File: src/rtl/puf_pkg.sv
// Shared types and default sizing for the PUF evaluation controller.
package puf_pkg;

  localparam int DEF_CHALLENGE_SIZE = 8;
  localparam int DEF_RESPONSE_WIDTH = 24;
  localparam int DEF_NUM_EVAL       = 5;

  // Controller states: one evaluation is RST -> WAIT -> SAMPLE, repeated NUM_EVAL times.
  typedef enum logic [2:0] {
    IDLE,
    RST,
    WAIT,
    SAMPLE,
    DONE
  } state_e;

endpackage

File: src/rtl/puf_vote_acc.sv
// Per-bit vote accumulator: counts ones across evaluations and decodes the
// majority value and the disagreement mask when the last evaluation lands.
module puf_vote_acc
  import puf_pkg::*;
#(
  parameter int RESPONSE_WIDTH = DEF_RESPONSE_WIDTH,
  parameter int NUM_EVAL       = DEF_NUM_EVAL
) (
  input  logic                      clk,
  input  logic                      reset,
  input  logic                      clear,
  input  logic                      sample,
  input  logic                      finish,
  input  logic [RESPONSE_WIDTH-1:0] response,
  output logic [RESPONSE_WIDTH-1:0] rsp_data,
  output logic [RESPONSE_WIDTH-1:0] rsp_unstable
);

  localparam int              VW   = $clog2(NUM_EVAL + 1);
  localparam logic [VW-1:0]   HALF = VW'(NUM_EVAL / 2);
  localparam logic [VW-1:0]   FULL = VW'(NUM_EVAL);

  logic [VW-1:0]             vote_q [RESPONSE_WIDTH];
  logic [VW-1:0]             vote_d [RESPONSE_WIDTH];
  logic [RESPONSE_WIDTH-1:0] rsp_data_q, rsp_data_d;
  logic [RESPONSE_WIDTH-1:0] rsp_unstable_q, rsp_unstable_d;

  // Next vote counts, and majority/unstable decode taken from them so the
  // final sample is included in the result latched on entry to DONE.
  always_comb begin
    rsp_data_d     = rsp_data_q;
    rsp_unstable_d = rsp_unstable_q;
    for (int i = 0; i < RESPONSE_WIDTH; i++) begin
      vote_d[i] = vote_q[i];
      if (clear) begin
        vote_d[i] = '0;
      end else if (sample && response[i]) begin
        vote_d[i] = vote_q[i] + 1'b1;
      end
    end
    if (finish) begin
      for (int i = 0; i < RESPONSE_WIDTH; i++) begin
        rsp_data_d[i]     = (vote_d[i] > HALF);
        rsp_unstable_d[i] = (vote_d[i] != '0) && (vote_d[i] != FULL);
      end
    end
  end

  // Vote counters and registered results.
  always_ff @(posedge clk or negedge reset) begin
    if (!reset) begin
      // NOTE: the vote array is reset explicitly; an aborted evaluation must
      // leave no stale counts even though a new request also clears them.
      for (int i = 0; i < RESPONSE_WIDTH; i++) vote_q[i] <= '0;
      rsp_data_q     <= '0;
      rsp_unstable_q <= '0;
    end else begin
      for (int i = 0; i < RESPONSE_WIDTH; i++) vote_q[i] <= vote_d[i];
      rsp_data_q     <= rsp_data_d;
      rsp_unstable_q <= rsp_unstable_d;
    end
  end

  assign rsp_data     = rsp_data_q;
  assign rsp_unstable = rsp_unstable_q;

endmodule

File: src/rtl/puf_eval_ctrl.sv
// PUF evaluation controller: accepts a challenge, resets and samples the PUF
// NUM_EVAL times, and returns a bitwise majority response with an unstable mask.
module puf_eval_ctrl
  import puf_pkg::*;
#(
  parameter int CHALLENGE_SIZE = DEF_CHALLENGE_SIZE,
  parameter int RESPONSE_WIDTH = DEF_RESPONSE_WIDTH,
  parameter int NUM_EVAL       = DEF_NUM_EVAL,
  parameter int SETTLE         = RESPONSE_WIDTH + 2
) (
  input  logic                      clk,
  input  logic                      reset,
  input  logic                      req_valid,
  output logic                      req_ready,
  input  logic [CHALLENGE_SIZE-1:0] req_challenge,
  output logic [CHALLENGE_SIZE-1:0] puf_challenge,
  output logic                      puf_reset,
  input  logic [RESPONSE_WIDTH-1:0] puf_response,
  output logic                      rsp_valid,
  input  logic                      rsp_ready,
  output logic [RESPONSE_WIDTH-1:0] rsp_data,
  output logic [RESPONSE_WIDTH-1:0] rsp_unstable,
  output logic                      busy
);

  localparam int            TW          = $clog2(SETTLE + 1);
  localparam int            EW          = $clog2(NUM_EVAL + 1);
  localparam logic [TW-1:0] SETTLE_LAST = TW'(SETTLE - 1);
  localparam logic [EW-1:0] EVAL_LAST   = EW'(NUM_EVAL - 1);

  state_e                    state_q, state_d;
  logic [TW-1:0]             timer_q, timer_d;
  logic [EW-1:0]             eval_q, eval_d;
  logic [CHALLENGE_SIZE-1:0] challenge_q, challenge_d;
  logic                      req_ready_q, req_ready_d;
  logic                      busy_q, busy_d;
  logic                      puf_reset_q, puf_reset_d;
  logic                      rsp_valid_q, rsp_valid_d;
  logic                      vote_clear, vote_sample, vote_finish;

  // Next-state logic; registered outputs are derived from the next state so
  // every output comes straight from a flop.
  always_comb begin
    // NOTE: every signal gets its default first, so no branch can infer a latch.
    state_d     = state_q;
    timer_d     = timer_q;
    eval_d      = eval_q;
    challenge_d = challenge_q;
    vote_clear  = 1'b0;
    vote_sample = 1'b0;
    vote_finish = 1'b0;

    unique case (state_q)
      IDLE: begin
        if (req_valid && req_ready_q) begin
          challenge_d = req_challenge;
          eval_d      = '0;
          timer_d     = '0;
          vote_clear  = 1'b1;
          state_d     = RST;
        end
      end
      RST: begin
        timer_d = '0;
        state_d = WAIT;
      end
      WAIT: begin
        if (timer_q == SETTLE_LAST) state_d = SAMPLE;
        else                        timer_d = timer_q + 1'b1;
      end
      SAMPLE: begin
        vote_sample = 1'b1;
        eval_d      = eval_q + 1'b1;
        if (eval_q == EVAL_LAST) begin
          vote_finish = 1'b1;
          state_d     = DONE;
        end else begin
          state_d = RST;
        end
      end
      DONE: begin
        if (rsp_valid_q && rsp_ready) state_d = IDLE;
      end
      default: state_d = IDLE;
    endcase

    req_ready_d = (state_d == IDLE);
    busy_d      = (state_d != IDLE);
    puf_reset_d = (state_d == WAIT) || (state_d == SAMPLE);
    rsp_valid_d = (state_d == DONE);
  end

  // State, timers and output registers.
  always_ff @(posedge clk or negedge reset) begin
    if (!reset) begin
      state_q     <= IDLE;
      timer_q     <= '0;
      eval_q      <= '0;
      challenge_q <= '0;
      req_ready_q <= 1'b0;
      busy_q      <= 1'b0;
      puf_reset_q <= 1'b0;
      rsp_valid_q <= 1'b0;
    end else begin
      // NOTE: non-blocking assignments so all flops update together at the edge.
      state_q     <= state_d;
      timer_q     <= timer_d;
      eval_q      <= eval_d;
      challenge_q <= challenge_d;
      req_ready_q <= req_ready_d;
      busy_q      <= busy_d;
      puf_reset_q <= puf_reset_d;
      rsp_valid_q <= rsp_valid_d;
    end
  end

  puf_vote_acc #(
    .RESPONSE_WIDTH(RESPONSE_WIDTH),
    .NUM_EVAL      (NUM_EVAL)
  ) u_vote_acc (
    .clk         (clk),
    .reset       (reset),
    .clear       (vote_clear),
    .sample      (vote_sample),
    .finish      (vote_finish),
    .response    (puf_response),
    .rsp_data    (rsp_data),
    .rsp_unstable(rsp_unstable)
  );

  assign req_ready     = req_ready_q;
  assign busy          = busy_q;
  assign puf_reset     = puf_reset_q;
  assign rsp_valid     = rsp_valid_q;
  assign puf_challenge = challenge_q;

endmodule

File: config.mk
export PLATFORM = sky130hd
export DESIGN_NAME = puf_eval_ctrl
export DESIGN_NICKNAME = d
export VERILOG_FILES = /design/src/rtl/puf_pkg.sv /design/src/rtl/puf_vote_acc.sv /design/src/rtl/puf_eval_ctrl.sv
export SDC_FILE = /design/constraint.sdc
export NUM_CORES = 1
export LEC_CHECK = 0
export ABC_AREA = 0
export BUFFER_PORTS_ARGS = -buffer_cell sky130_fd_sc_hd__buf_4
export CORE_ASPECT_RATIO = 0.9
export CORE_MARGIN = 4
export CORE_UTILIZATION = 58
export DETAILED_ROUTE_END_ITERATION = 7
export GPL_TIMING_DRIVEN = 0
export PLACE_DENSITY = 0.87
export SLEW_MARGIN = 25
export SYNTH_ARGS = -nofsm -noshare
export SYNTH_HDL_FRONTEND = slang
export SYNTH_SLANG_ARGS = --single-unit
File: constraint.sdc
create_clock -name clk -period 1.95 [get_ports clk]
set_input_delay 0.0975 -clock clk [delete_from_list [all_inputs] [get_ports clk]]
set_output_delay 0.0975 -clock clk [all_outputs]
set_load 0.02 [all_outputs]
==> flow_metrics.py, run 1 <==
metrics = {
    "sta": {
        "final_hold_viol_count": 0,
        "max_freq_ghz": 0.5293,
        "worst_pin_slew_ps": 464.8,
        "rsz0062_at_grt": "false",
        "fin_worst_skew_ps": 9.708,
        "holdWs_ps": 19.71,
        "layout_min_cycle_time_ps": 1889,
        "maxSlewViolCount": 0,
        "slew_headroom": 0.6901,
        "period_share": 0.9689,
        "setup_violations": 0,
    },
    "critical_path": {
        "startpoint": "state_q[2]",
        "slowest_stage": "dfrtp_1",
        "start_kind": "flip-flop",
        "rrSetupSlack_ps": 60,
        "crit_type": "reg2reg",
        "cp_num_buf_inv": 2,
        "cp-end-kind": "flip-flop",
        "path_common_cell": "buf_2",
        "path_delay_family": "simple AND/OR/NAND/NOR gates",
        "r2r_cells": 6,
        "crit_chain": "and3b_1, buf_2, nand3_2, buf_2, a211oi_1, a21o_1",
        "crit_fanout": 10,
        "reg2reg_from": "state_q[2]",
        "required_ps": 2320,
        "r2r-end": "u_vote_acc.rsp_data[15]",
        "cp.arrival_ps": 2260,
        "worst_path_largest_cell_delay_ps": 470,
    },
    "yosys": {
        "synth_top_area_share": 0.4702,
        "synth_edf_count": 0,
        "syn-num-nets": 848,
        "synth_area_leaders": "dfrtp_1 (47%), xor2_1 (8.3%), ha_1 (4.6%)",
        "synthAdderAreaFrac": 0.04604,
        "yosysSeqAreaShare": 0.4702,
        "synth.distinct_cells": 44,
        "synthArstFlopShare": 1.000,
        "netlist_instances": 784,
        "synth-simple-area-share": 0.1873,
        "synth.largest_area_cell": "dfrtp_1",
        "syn_area_per_cell_um2": 9.706,
        "synth_compound_area_frac": 0.1144,
        "synth_top_family_by_area": "simple AND/OR/NAND/NOR gates",
        "netlist_area_um2": 7610,
        "synth-seq-cells": 143,
        "synthXorXnorAreaFrac": 0.1232,
        "synth.area.mux_share": 0.02795,
        "yosys_warnings": 0,
        "ys.flop_type": "dfrtp_1",
    },
    "floorplan": {
        "num_rows": 39,
        "initial_core_util": 0.5952,
        "die_w_um": 128.7,
        "dieArea_um2": 15020,
        "ios": 96,
        "coreArea_um2": 12780,
        "die_height_um": 116.7,
    },
    "placed_design": {
        "dpl.cell_count": 1044,
        "port_buffers": 95,
        "place_hpwl_um": 12470,
        "place_congestion": 0.8451,
    },
    "finish": {
        "drive_gt1_frac": 0.1923,
        "area_growth_pct": 23.54,
        "nets": 987,
        "layout_common_cells": "dfrtp_1 (143), buf_4 (95), nor2_1 (89), nand2_1 (73), xor2_1 (72)",
        "num-fill-cells": 895,
        "final_common_cell": "dfrtp_1",
        "n_antenna_cell": 0,
        "finalNonFillerCells": 1100,
    },
    "detailed_routing": {
        "wl_per_cell_um": 17.38,
        "drt_iter0_drc": 514,
        "ant_nets": 0,
        "dr.pass1.iters": 5,
        "drc": 0,
        "via_per_inst": 5.830,
        "wirelength_um": 19120,
        "vias": 6413,
    },
    "clock_network": {
        "cts_buffers": 17,
        "clkTransAtPathRegs_ps": 60,
        "worstSkewPairLatency_ps": 430,
        "root_buffer": "clkbuf_16",
        "cts_tree": "done",
        "max-clock-path-buffers": 2,
        "htree_levels": 4,
        "clock_sinks": 143,
    },
    "global_route": {
        "grt_usage": 0.2633,
        "grt_overflow": 0,
        "grt_first_pass_wirelength_um": 31040,
        "grt_max_degree": 95,
        "grt_pass1_vias": 6374,
        "antenna_found_initial": 0,
    },
    "hold_path": {
        "worstHoldStart": "puf_response[6]",
        "hold-path-cell-count": 4,
        "hold_class": "in2reg",
        "hold_end": "u_vote_acc.vote_q[52]",
    },
    "power": {
        "peakVddDrop_mv": 0.9554,
        "p_leak_uw": 0.004485,
        "total_power_uw": 13640,
        "p_per_area_nw_per_um2": 1451,
    },
    "status": {
        "outcome": "finished, final reports clean",
    },
    "job": {
        "maxCapViolations": 0,
    },
}
==> through the flow <==
| step | cell area (µm²) | setup TNS (ps) | setup slack, ps | utilization |
|---|---|---|---|---|
| 2_1_floorplan | 7610 | 0 | 397.8 | - |
| 3_3_place_gp | 8528 | -1989 | -157.8 | 0.6671 |
| 3_5_place_dp | 8563 | -2117 | -171.6 | 0.6698 |
| 5_1_grt | 9402 | 0 | 2.577 | 0.7354 |
| 4_1_cts | 9376 | 0 | 23.04 | 0.7334 |
| 6_report | 9402 | 0 | 60.62 | 0.7354 |
==> cell families (layout without fill, tap and decap cells) <==
| logic type | Yosys count | in the layout |
|---|---|---|
| and+or+nand+nor | 292 | 292 |
| DFF | 143 | 143 |
| AOI/OAI and AO/OA | 141 | 141 |
| xor gates and xnor gates | 107 | 107 |
| buffers and inverters | 53 | 205 |
| adders and majority gates | 28 | 28 |
| muxes | 20 | 20 |
==> where the power goes <==
part	internal [µW]	switching, µW	total [µW]
clock network	1920	1220	3140
logic	2430	3220	5650
registers	3960	895	4850
==> worst register-to-register path, cell delays in order, from the launching register on <==
cell,delay [ps]
dfrtp_1,470
and3b_1,230
buf_2,140
nand3_2,250
buf_2,330
a211oi_1,290
a21o_1,120
==> worst max path at each step <==
stage,to,slack [ps],cells after the start
after floorplan,u_vote_acc.rsp_data[1],400,7
after global placement,u_vote_acc.rsp_unstable[15],-160,6
after detailed placement,u_vote_acc.rsp_unstable[12],-170,6
after CTS,u_vote_acc.rsp_data[10],20,7
after global routing,u_vote_acc.rsp_data[15],3,6
final,u_vote_acc.rsp_data[15],60,6
==> state kept, by name, summed over array words and instances, names as in the netlist <==
register                 flops
puf_reset                    1
req_ready                    1
u_vote_acc.rsp_unstable     24
busy                         1
state_q                      3
timer_q                      5
puf_challenge                8
u_vote_acc.vote_q           72
u_vote_acc.rsp_data         24
eval_q                       3
rsp_valid                    1
==> routing by layer <==
metal / global-route usage / vias up / part of all wire
met1: 0.3458 / 3108 / 0.43
met3: 0.06264 / 32 / 0.072
li1: - / 2997 / -
met5: 0 / - / 0
met2: 0.4354 / 276 / 0.48
met4: 0.08397 / 0 / 0.018
==> repair_timing <==
item | in CTS | in global routing
setup buffers | 0 | 0
endpoints found under the hold margin | 72 | 0
gates resized for setup | 5 | 16
endpoints found under the setup margin | 41 | 35
hold buffers | 24 | 0
==> Yosys cell counts (all sizes together), types with 7 or more instances <==
cell type	n
xor2	72
ha	28
mux2i	10
nand4b	17
clkbuf	11
a21oi	54
a31oi	16
mux2	10
a211oi	7
xnor2	35
buf	22
dfrtp	143
nand2b	15
nor3b	9
nand2	73
a21o	7
nand3	37
o31ai	17
nor3	31
nor2b	7
nor2	90
o21ai	21
and2	7
o22ai	7
inv	20
a221oi	7
==> final cells by class <==
class / count / area [µm²] / area share
multi-input combinational: 588 / 3812 / 0.4055
sequential: 143 / 3578 / 0.3806
timing repair buffer: 120 / 988.4 / 0.1051
clock buffer: 27 / 513.0 / 0.05456
tap: 164 / 205.2 / 0.02183
buffer: 33 / 176.4 / 0.01876
inverter: 20 / 75.07 / 0.007985
clock inverter: 5 / 52.55 / 0.005590
No activity file was read; power rests on OpenSTA's default activity.
==> run 2, diff against run 1 <==
BUFFER_PORTS_ARGS = unset   (was -buffer_cell sky130_fd_sc_hd__buf_4)
CORE_UTILIZATION = 65   (was 58)
DONT_BUFFER_PORTS = 1   (was unset)
PLACE_DENSITY = 0.88   (was 0.87)
clock period = 2.35 ns   (was 1.95 ns; I/O delays follow)
==> run 2 against run 1 <==
  * The run now ends with hold timing left
  * Via count grew 0.33%
  * Final cell count shrank 8.6%
  * Sequential share of layout area grew 2.6 points
  * Clock skew shrank 0.56 ps
  * Clock power shrank 5%
  * Worst hold slack lost 630 ps
  * Non-clock buffer count shrank 87
  * Critical path type unchanged
  * Largest power group is now registers
  * Total power shrank 19%
  * Register-to-register slack gained 50 ps
  * Sequential power shrank 4%
  * Combinational power shrank 40%
  * Count of clock-buffer cells in the layout shrank 7
==> flow_metrics.py, run 2 (same netlist as run 1, synthesis figures left out) <==
metrics = {
    "global_route": {
        "grt_usage": 0.3137,
        "grt_max_degree": 144,
        "grt_first_pass_wirelength_um": 33430,
        "grt_overflow": 0,
        "grt_pass1_vias": 6912,
        "antenna_found_initial": 0,
    },
    "clock_network": {
        "cts_buffers": 17,
        "hold_buffers": 33,
        "max-clock-path-buffers": 2,
        "worstSkewPairLatency_ps": 420,
        "clkTransAtPathRegs_ps": 60,
        "clock_sinks": 143,
        "htree_levels": 4,
        "root_buffer": "clkbuf_16",
        "post_cts_buffers": 0,
        "cts_tree": "done",
    },
    "power": {
        "p_per_area_nw_per_um2": 1257,
        "peakVddDrop_mv": 0.6680,
        "p_leak_uw": 0.004092,
    },
    "floorplan": {
        "die_w_um": 122.1,
        "ios": 96,
        "num_rows": 37,
        "die_height_um": 110.7,
        "dieArea_um2": 13510,
        "coreArea_um2": 11430,
        "initial_core_util": 0.6655,
    },
    "finish": {
        "num-fill-cells": 725,
        "largest_reg_flops": 72,
        "layout_common_cells": "dfrtp_1 (143), nor2_1 (90), nand2_1 (73), xor2_1 (72), a21oi_1 (54)",
        "top_register": "u_vote_acc.vote_q",
        "area_growth_pct": 15.52,
        "drive_gt1_frac": 0.09305,
        "final_common_cell": "dfrtp_1",
        "seq_area_um2": 3578,
        "nets": 900,
        "n_antenna_cell": 0,
        "multi_input_comb_area_um2": 3796,
    },
    "critical_path": {
        "crit_type": "reg2reg",
        "cp-end-kind": "flip-flop",
        "worst_path_largest_cell_delay_ps": 580,
        "reg2reg_from": "eval_q[0]",
        "startpoint": "eval_q[0]",
        "slowest_stage": "nor2_1",
        "cp.arrival_ps": 2570,
        "required_ps": 2680,
        "crit_fanout": 10,
        "path_common_cell": "nor2_1",
        "crit_chain": "inv_1, ha_1, nand2_1, nor2_1, clkbuf_1, nor2_1, a21oi_1",
        "start_kind": "flip-flop",
    },
    "job": {
        "maxCapViolations": 0,
    },
    "placed_design": {
        "place_hpwl_um": 13050,
        "port_buffers": 0,
        "place_congestion": 0.8947,
    },
    "hold_path": {
        "hold_class": "in2async",
    },
    "detailed_routing": {
        "wirelength_um": 20450,
        "wl_per_cell_um": 20.35,
        "drt_iter0_drc": 664,
        "drc": 0,
        "vias": 6434,
        "ant_nets": 0,
        "via_per_inst": 6.402,
        "dr.pass1.iters": 6,
    },
    "sta": {
        "setup_tns_ps": 0,
        "holdWs_ps": -608.8,
        "slew_headroom": 0.4948,
        "period_share": 0.9514,
        "maxSlewViolCount": 0,
        "max_freq_ghz": 0.4473,
        "rsz0062_at_grt": "false",
        "final_hold_viol_count": 143,
        "layout_min_cycle_time_ps": 2236,
        "fin_worst_skew_ps": 9.145,
        "worst_pin_slew_ps": 755.0,
        "setup_violations": 0,
    },
    "status": {
        "outcome": "finished with violations",
        "violations": "hold timing",
    },
}
## run 2: changes by cell type in the layout (fill, tap and decap cells not counted), moves of 2 or more
| cell | before | now |
|---|---|---|
| clkbuf_8 | 5 | 3 |
| clkbuf_4 | 2 | 0 |
| dlygate4sd3_1 | 24 | 33 |
| clkbuf_2 | 7 | 1 |
| buf_4 | 95 | 1 |
| bufinv_16 | 1 | 5 |
| clkinv_2 | 3 | 6 |
| clkbuf_1 | 7 | 10 |
## run 2: final timing paths
kind                                           end  cells after the start  slack [ps]
hold / removal                    puf_challenge[4]                      0        -610
min in group clk              u_vote_acc.vote_q[5]                      3          10
setup / recovery           u_vote_acc.rsp_data[23]                      7         110
hold reg to reg                          eval_q[2]                      1         530
setup reg to reg           u_vote_acc.rsp_data[23]                      7         110
max in group asynchronous    u_vote_acc.vote_q[19]                      0        2800
## run 2: cell type report
type	instances	share of cell area
buffer	33	0.01836
clock buffer	20	0.05309
clock inverter	12	0.02135
inverter	20	0.008540
multi-input combinational	588	0.4318
sequential	143	0.4071
tap	156	0.02220
timing repair buffer	33	0.03757
## run 2: report_power, final
| part | internal, µW | leakage [µW] | switching (µW) |
|---|---|---|---|
| Clock | 1960 | 0.000325 | 1020 |
| Sequential | 3280 | 0.00177 | 1390 |
| Combinational | 1440 | 0.00200 | 1970 |
| Total | 6680 | 0.00409 | 4370 |
## run 2: stage by stage
stage | utilization | setup slack, ps | power, µW | instances | cell area [µm²]
6_report | 0.7688 | 114.2 | 11050 | 1005 | 8791
5_1_grt | 0.7688 | 52.16 | 11650 | 1005 | 8791
4_1_cts | 0.7687 | 162.5 | 10930 | 1005 | 8790
3_5_place_dp | 0.6826 | 166.3 | 7885 | 940 | 7805
3_3_place_gp | 0.6826 | 238.1 | 7606 | 940 | 7805
2_1_floorplan | - | 797.8 | 6989 | 784 | 7610
## run 2: metal layers
layer  vias to the layer above  GRT usage  share of wire
met1                      3121     0.3575           0.36
met3                        96     0.1122           0.10
met2                       391     0.5099           0.50
met4                         0     0.1746          0.043
met5                         -          0              0
li1                       2826          -              -
## run 2: repair_timing
| item | CTS | global route |
|---|---|---|
| gates resized for setup | 0 | 2 |
| setup endpoints to repair | 0 | 4 |
| hold endpoints to repair | 188 | 143 |
## run 2: critical path, delay by kind of cell (launching register included)
kind | cells | cell delay (ps)
AND/OR/NAND/NOR | 3 | 780
AO/OA/AOI/OAI | 1 | 180
buffers and inverters | 2 | 600
adder cells (fa/ha/maj) | 1 | 190
flip-flops | 1 | 400
==> run 3, diff against run 2 <==
PLACE_DENSITY = unset   (was 0.88)
PLACE_DENSITY_LB_ADDON = 0.08   (was unset)
==> run 3 against run 2 <==
  * The flow still finishes with violations (hold timing)
  * Die area unchanged
  * Clock skew down 3.3 ps
  * Clock power down 11%
  * Combinational power down 3%
  * Global-route usage down 2.0 points
  * Critical path depth down 1
  * Sequential share of layout area up 0.33 points
  * Count of clock-buffer cells in the layout up 7
  * Register-to-register slack better by 140 ps
  * Flip-flop and latch count unchanged
  * Design area down 0.80%
  * Critical path type unchanged
==> flow_metrics.py, run 3 (same netlist as run 1, synthesis figures left out) <==
metrics = {
    "finish": {
        "fin_area_um2": 8721,
        "multi_input_comb_area_um2": 3799,
        "layout_common_cells": "dfrtp_1 (143), nor2_1 (89), nand2_1 (73), xor2_1 (72), a21oi_1 (54)",
        "nets": 900,
        "seq_area_um2": 3578,
        "drive_gt1_frac": 0.08952,
        "num-fill-cells": 794,
        "n_antenna_cell": 0,
        "largest_reg_flops": 72,
        "finalNonFillerCells": 1005,
        "final_common_cell": "dfrtp_1",
        "top_register": "u_vote_acc.vote_q",
        "area_growth_pct": 14.60,
    },
    "clock_network": {
        "root_buffer": "clkbuf_16",
        "cts_buffers": 17,
        "clock_sinks": 143,
        "htree_levels": 4,
        "clkTransAtPathRegs_ps": 60,
        "post_cts_buffers": 0,
        "worstSkewPairLatency_ps": 420,
        "max-clock-path-buffers": 2,
        "cts_tree": "done",
        "hold_buffers": 33,
    },
    "sta": {
        "setup_violations": 0,
        "rsz0062_at_grt": "false",
        "max_freq_ghz": 0.4767,
        "fin_worst_skew_ps": 5.817,
        "holdWs_ps": -609.7,
        "worst_pin_slew_ps": 735.1,
        "layout_min_cycle_time_ps": 2098,
        "slew_headroom": 0.5099,
        "final_hold_viol_count": 143,
        "setup_tns_ps": 0,
        "maxSlewViolCount": 0,
        "period_share": 0.8926,
    },
    "placed_design": {
        "place_congestion": 0.8984,
        "placed_cell_area_um2": 7805,
        "port_buffers": 0,
        "place_hpwl_um": 12380,
        "dpl.cell_count": 940,
    },
    "floorplan": {
        "die_height_um": 110.7,
        "num_rows": 37,
        "dieArea_um2": 13510,
        "ios": 96,
        "die_w_um": 122.1,
        "coreArea_um2": 11430,
        "initial_core_util": 0.6655,
    },
    "global_route": {
        "antenna_found_initial": 0,
        "grt_pass1_vias": 6293,
        "grt_usage": 0.2938,
        "grt_max_degree": 144,
        "grt_overflow": 0,
        "grt_first_pass_wirelength_um": 31360,
    },
    "critical_path": {
        "cp.arrival_ps": 2350,
        "crit_type": "reg2reg",
        "cp-end-kind": "flip-flop",
        "slowest_stage": "clkbuf_1",
        "worst_path_largest_cell_delay_ps": 600,
        "required_ps": 2610,
        "start_kind": "flip-flop",
        "crit_fanout": 10,
        "crit_chain": "inv_1, ha_1, nand2_1, nor2_2, clkbuf_1, a31oi_1",
    },
    "detailed_routing": {
        "vias": 6122,
        "drc": 0,
        "drt_iter0_drc": 544,
        "dr.pass1.iters": 5,
        "wirelength_um": 19170,
        "ant_nets": 0,
        "wl_per_cell_um": 19.08,
        "via_per_inst": 6.092,
    },
    "status": {
        "violations": "hold timing",
        "outcome": "finished with violations",
    },
    "hold_path": {
        "hold_class": "in2async",
    },
    "power": {
        "p_per_area_nw_per_um2": 1214,
        "p_leak_uw": 0.004056,
        "peakVddDrop_mv": 0.6943,
        "total_power_uw": 10590,
    },
    "job": {
        "maxCapViolations": 0,
    },
}
run 3: changes by cell type in the layout (fill, tap and decap cells not counted):
cell,delta
nor2_2,+1
clkbuf_2,-1
clkbuf_8,+4
bufinv_16,-4
nor2_1,-1
clkbuf_1,+4
clkinv_2,-2
clkinvlp_4,-1
run 3: worst max-delay path, delay by kind of cell (launching register included):
kind                     cells  cell delay [ps]
AND/OR/NAND/NOR              2              490
buffers and inverters        2              670
flip-flops                   1              410
adder cells (fa/ha/maj)      1              180
AO/OA/AOI/OAI                1              170
run 3: cell type report:
type                       instances  share of cell area
clock buffer                      27             0.06112
multi-input combinational        588              0.4356
timing repair buffer              33             0.03788
buffer                            33             0.01836
tap                              156             0.02238
inverter                          20            0.008608
clock inverter                     5            0.005739
sequential                       143              0.4103
run 3: metal layers:
metal,vias to the layer above,part of all wire,wire [µm],track usage
li1,2811,-,-,-
met1,3045,0.41,7832,0.3705
met2,232,0.49,9483,0.4886
met3,34,0.078,1491,0.08622
met4,0,0.019,363,0.08955
met5,-,0,0,0
run 3: final timing paths:
| check | from | end | slack [ps] | cells after the start |
|---|---|---|---|---|
| setup / recovery | eval_q[0] | u_vote_acc.rsp_unstable[18] | 250 | 6 |
| hold / removal | reset | u_vote_acc.rsp_unstable[2] | -610 | 0 |
| setup reg to reg | eval_q[0] | u_vote_acc.rsp_unstable[18] | 250 | 6 |
| hold reg to reg | eval_q[2] | eval_q[2] | 510 | 1 |
| max in group asynchronous | reset | u_vote_acc.vote_q[70] | 2690 | 0 |
| min in group clk | puf_response[21] | u_vote_acc.rsp_data[21] | 10 | 3 |
run 3: timing repair:
| action | CTS | global route |
|---|---|---|
| setup endpoints to repair | 0 | 4 |
| gates resized for setup | 0 | 1 |
| hold endpoints to repair | 190 | 143 |
run 3: where the power goes:
part           total (µW)  internal, µW  switching (µW)  leakage, µW
combinational        3320          1440            1880      0.00200
sequential           4630          3280            1350      0.00177
clock                2640          1650             992     0.000293
total               10600          6370            4220      0.00406
run 3: metrics by stage:
| stage | hold slack (ps) | util | setup slack, ps |
|---|---|---|---|
| global route | -626.4 | 0.7627 | 195.2 |
| finish | -609.7 | 0.7627 | 252.4 |
| detailed placement | -174.8 | 0.6826 | 64.99 |
| floorplan | -178.1 | - | 797.8 |
| CTS | -619.6 | 0.7624 | 45.94 |
| global placement | -174.8 | 0.6826 | 107.4 |
